[src/rtl/mult_hazard_unit.sv]
// Pipeline stall/bubble controller: freezes the front end while a multi-cycle
// multiply occupies EX and bubbles load-use dependencies that forwarding cannot cover.
module mult_hazard_unit #(
  parameter int unsigned MULT_LAT = 3,
  parameter int unsigned CNT_W    = 32
) (
  input  logic             clk,
  input  logic             rst,
  input  logic             ex_is_mult,
  input  logic             ex_mem_read,
  input  logic [4:0]       ex_rd,
  input  logic [4:0]       id_rs1,
  input  logic [4:0]       id_rs2,
  input  logic             id_uses_rs1,
  input  logic             id_uses_rs2,
  output logic             pc_write,
  output logic             if_id_write,
  output logic             id_ex_write,
  output logic             id_ex_bubble,
  output logic             ex_mem_bubble,
  output logic             mult_busy,
  output logic             mult_done,
  output logic [CNT_W-1:0] stall_cycles
);

  typedef enum logic {
    IDLE,
    MBUSY
  } state_t;

  localparam bit         MULTI_CYCLE = (MULT_LAT > 1);
  localparam logic [3:0] CNT_INIT    = 4'(MULTI_CYCLE ? MULT_LAT - 2 : 0);

  state_t     state;
  logic [3:0] cnt;
  logic       mult_stall;
  logic       mult_last;
  logic       load_stall;

  // x0 is hardwired to zero, so a load targeting it never creates a dependency.
  assign load_stall = ex_mem_read && (ex_rd != 5'd0) &&
                      ((id_uses_rs1 && (ex_rd == id_rs1)) ||
                       (id_uses_rs2 && (ex_rd == id_rs2)));

  always_comb begin
    // NOTE: every signal gets a default first so no path leaves it unassigned (no latch).
    mult_stall = 1'b0;
    mult_last  = 1'b0;
    case (state)
      IDLE: begin
        if (MULTI_CYCLE) mult_stall = ex_is_mult;
        else             mult_last  = ex_is_mult;
      end
      MBUSY: begin
        if (cnt != 4'd0) mult_stall = 1'b1;
        else             mult_last  = 1'b1;
      end
    endcase
  end

  // Reset overrides the hazard logic so the pipeline can flush freely.
  always_comb begin
    pc_write      = 1'b1;
    if_id_write   = 1'b1;
    id_ex_write   = 1'b1;
    id_ex_bubble  = 1'b0;
    ex_mem_bubble = 1'b0;
    mult_busy     = 1'b0;
    mult_done     = 1'b0;
    if (!rst) begin
      pc_write      = ~(mult_stall | load_stall);
      if_id_write   = ~(mult_stall | load_stall);
      id_ex_write   = ~mult_stall;
      id_ex_bubble  = load_stall & ~mult_stall;
      ex_mem_bubble = mult_stall;
      mult_busy     = mult_stall;
      mult_done     = mult_last;
    end
  end

  always_ff @(posedge clk) begin
    // NOTE: sequential state uses non-blocking assignments so all registers update together.
    if (rst) begin
      state        <= IDLE;
      cnt          <= 4'd0;
      stall_cycles <= '0;
    end else begin
      case (state)
        IDLE: begin
          if (MULTI_CYCLE && ex_is_mult) begin
            state <= MBUSY;
            cnt   <= CNT_INIT;
          end
        end
        MBUSY: begin
          if (cnt != 4'd0) cnt   <= cnt - 4'd1;
          else             state <= IDLE;
        end
      endcase
      if (!pc_write && (stall_cycles != {CNT_W{1'b1}}))
        stall_cycles <= stall_cycles + CNT_W'(1);
    end
  end

endmodule

[config.mk]
export PLATFORM = sky130hd
export DESIGN_NAME = mult_hazard_unit
export DESIGN_NICKNAME = d
export VERILOG_FILES = /design/src/rtl/mult_hazard_unit.sv
export SDC_FILE = /design/constraint.sdc
export NUM_CORES = 1
export LEC_CHECK = 0
export ABC_CLOCK_PERIOD_IN_PS = 2100
export CORE_ASPECT_RATIO = 0.75
export CORE_MARGIN = 4
export CORE_UTILIZATION = 43
export CTS_CLUSTER_SIZE = 25
export DETAILED_ROUTE_END_ITERATION = 8
export PLACE_DENSITY_LB_ADDON = 0.15
export RECOVER_POWER = 25
export SYNTH_ARGS = -nofsm -noshare
export SYNTH_HDL_FRONTEND = slang
export SYNTH_SLANG_ARGS = --single-unit
[constraint.sdc]
create_clock -name clk -period 2.1 [get_ports clk]
set_input_delay 0.21 -clock clk [delete_from_list [all_inputs] [get_ports clk]]
set_output_delay 0.21 -clock clk [all_outputs]
set_load 0.005 [all_outputs]
==> key figures <==
Status
  • Outcome: finished with violations
  • Violated checks: negative setup slack

Place
  • Final HPWL DP: between 4 and 5 mm
  • Cell area after placement: between 2000 and 3000 µm²
  • Dpl cells: 386
  • Port Buffers: 59
  • Pre-CTS setup slack: -409 ps
  • Placer congestion estimate: a little under 0.8

STA
  • Fmax: roughly 0.47 GHz
  • Hold WS: 499 ps
  • Fin crit period: between 2000 and 2500 ps
  • Max Slew Vio Count: 0
  • Count of final hold-check violations: 0
  • Clk_skew: between 4 and 5 ps
  • Setup WS post-layout: -23.4 ps
  • Worst-Margin Slew: around 420 ps
  • Post-route clock period utilization: 101%
  • Slew margin rel.: between 70% and 80%
  • RSZ-0062 raised after global routing: true
  • # setup viols final: 2
  • Total negative slack: -45.7 ps

Yosys
  • Ys Warns: 0
  • Post-synth EDFFs: 0
  • Top_reg_cell synth: dfxtp_1
  • Post-Syn Area: between 2000 and 2500 µm²
  • Synth Net Count: 279
  • Mean Syn Cell Area: a little over 8 µm²
  • Synth cell types: 45
  • #FFs+latches synth: 37
  • Synthesized instance count: 256
  • Post-synthesis sequential area ratio: 34.8%
  • Fraction of registers with async set/reset: 0%

Detailed routing
  • Vias: around 2400
  • WL final: ~6.6 mm
  • Post-DR wirelength/cell: 16.4 µm
  • Final ANT Viol Nets: 0
  • DR pass1 iterations: 4
  • Drt drc: 0
  • Drt initial violations: about 200
  • Via/cell ratio: 5.80

Global route
  • Overflow after GRT: 0
  • Initial antenna violation count: 0
  • Gr usage total: about a fifth
  • Largest net degree at the start of global routing: 34
  • Vias in the first global route: between 2000 and 2500
  • First-pass GRT wire length: between 9 and 10 mm

Power and ir drop
  • Maximum VDD drop: between 0.0003 and 0.0004 V
  • Leak: around 1.2 nW
  • Total Power: about 1.5 mW
  • P per Cell Area: about 460 nW/µm²

Worst setup path
  • CP max stage delay: between 300 and 400 ps
  • CP startpoint kind: primary input
  • CP Max Fanout: 7
  • Reg-to-Reg Start: cnt[1]
  • RR Endpoint: stall_cycles[14]
  • Buffer and inverter count on the worst path: 2
  • CP required: approximately 1900 ps
  • CP Cell Sequence: dlygate4sd2_1 -> or3_1 -> o311a_1 -> a21oi_4 -> dlygate4sd2_1
  • Flop2flop setup slack: 40 ps
  • Crit-path leading delay family: compound AO/OA/AOI/OAI gates
  • R2R depth: 11
  • CP most frequent cell: dlygate4sd2_1
  • Setup CP Type: primary input to primary output
  • Worst path arrival time: about 1900 ps
  • Endpoint class of the critical path: primary output
  • CP max-delay cell: or3_1

Clock network
  • Sink Count: 37
  • CTS Buffer Depth: 2
  • TritonCTS clock tree: built
  • Clock slew at reported path FFs: 70 ps
  • CTS Buf Count: 5
  • Later-pin clock latency in the skew report: 290 ps
  • Hold_buf cts: 0
  • CTS root buf: clkbuf_8
  • H-tree levels: 2

Floorplan
  • Row count: 21
  • Die area: 6140 µm²
  • Core Area: between 4000 and 5000 µm²
  • Die width: roughly 90 µm
  • Initial Util: 46.0%
  • Die height: slightly below 70 µm
  • Boundary Pins: 60

Hold path
  • WHS Path Cells: 2
  • Hold_sp: cnt[2]
  • Hold Crit Class: flop to flop
  • Worst Hold End: cnt[2]

Finish
  • Layout cell share with drive strength beyond 1: between 20% and 30%
  • # diodes: 0
  • Cell area after layout: between 3000 and 4000 µm²
  • Area Growth Syn to Fin: 57.2%
  • Nets: around 370
  • Final cell count without fillers: just over 400
  • Layout Utilization: approximately 72%

Run
  • Max-Cap Viols: 0
tightest hold or removal path, cell delays in order, from the launching register on:
cell and delay [ps]:
dfxtp_1 340, nand2_1 60, a21oi_1 50
cell usage after synthesis, types with 2 or more instances:
master     n  area, µm²
a21oi_1   26        130
and3_1     6       37.5
buf_2      2       10.0
buf_4      8       60.1
buf_6      2       22.5
clkbuf_1   5       18.8
dfxtp_1   37        741
ha_1       2       25.0
inv_1      7       26.3
mux2_2     2       22.5
mux2i_1    3       30.0
nand2_1   22       82.6
nand2b_1   3       18.8
nand3_1   10       50.1
nand4_1   14       87.6
nor2_1    13       48.8
nor2b_1    2       12.5
nor3_1     4       20.0
nor4_1     4       25.0
o21ai_0    6       30.0
o22ai_1    2       12.5
o311ai_0   3       26.3
o31ai_1   17        128
o41ai_1    4       35.0
or3_1      5       31.3
or4_1     19        143
xnor2_1   10       87.6
layout make-up:
class / instances / area [µm²]
repair buffers: 103 / 1010
well taps: 57 / 71.3
flip-flops and latches: 37 / 747
fillers: 355 / 1280
multi-input cells: 193 / 1390
clock buffers: 7 / 86.3
inverters: 8 / 32.5
state kept, by name, indices dropped and copies added (netlist names):
name / flops
stall_cycles: 32
cnt: 4
state: 1
per-layer routing:
metal / GRT usage (%) / wire length (µm) / vias to the layer above
met5: 0 / 0 / -
met4: 4.46 / 70 / 0
met3: 4.04 / 466 / 10
met2: 29.9 / 2970 / 83
met1: 30.0 / 3140 / 1099
li1: - / - / 1159
logic make-up (layout without fill, tap and decap cells):
family	Yosys count	after routing	synth area share [%]
flops	37	37	34.8
xor+xnor	10	10	4.12
fa+ha+maj	2	2	1.18
simple gates	110	110	29.6
compound gates	66	66	20.9
buf+inv	26	118	6.89
mux	5	5	2.47
report_power, final:
group / switching (mW) / internal [mW] / total, mW
Clock: 0.241 / 0.260 / 0.501
Sequential: 0.00751 / 0.712 / 0.719
Combinational: 0.137 / 0.171 / 0.308
Total: 0.386 / 1.14 / 1.53
timing repair:
| item | CTS | global route |
|---|---|---|
| pin swaps | 5 | 24 |
| setup endpoints to repair | 22 | 32 |
| gates cloned | 0 | 3 |
| buffers inserted | 2 | 8 |
| gates resized for setup | 20 | 43 |
how the worst max path moves through the flow:
stage                     startpoint          endpoint  depth (start not counted)
after floorplan               cnt[0]  stall_cycles[22]                         10
after global placement      ex_rd[0]   stall_cycles[9]                          7
after detailed placement    ex_rd[0]   stall_cycles[9]                          7
after CTS                   ex_rd[0]      id_ex_bubble                          5
after global routing          cnt[1]          pc_write                          8
final                       ex_rd[0]          pc_write                          5
cells in the final DEF (no fill, tap or decap), drive strengths merged, types with 2 or more instances in the layout:
cell type and n:
a21oi 27, xnor2 10, nand3 10, dfxtp 37, mux2 2, o311ai 3
inv 8, dlymetal6s2s 7, nor2 14, nand2 23, or4 19, mux2i 3
clkbuf 10, or3 5, o21ai 6, nor3 5, nor4 4, and3 6
clkdlybuf4s50 43, o41ai 4, dlygate4sd2 9, buf 41, o31ai 17, nor2b 2
nand2b 3, ha 2, o22ai 2, nand4 14
(Power assumes the default switching activity.)
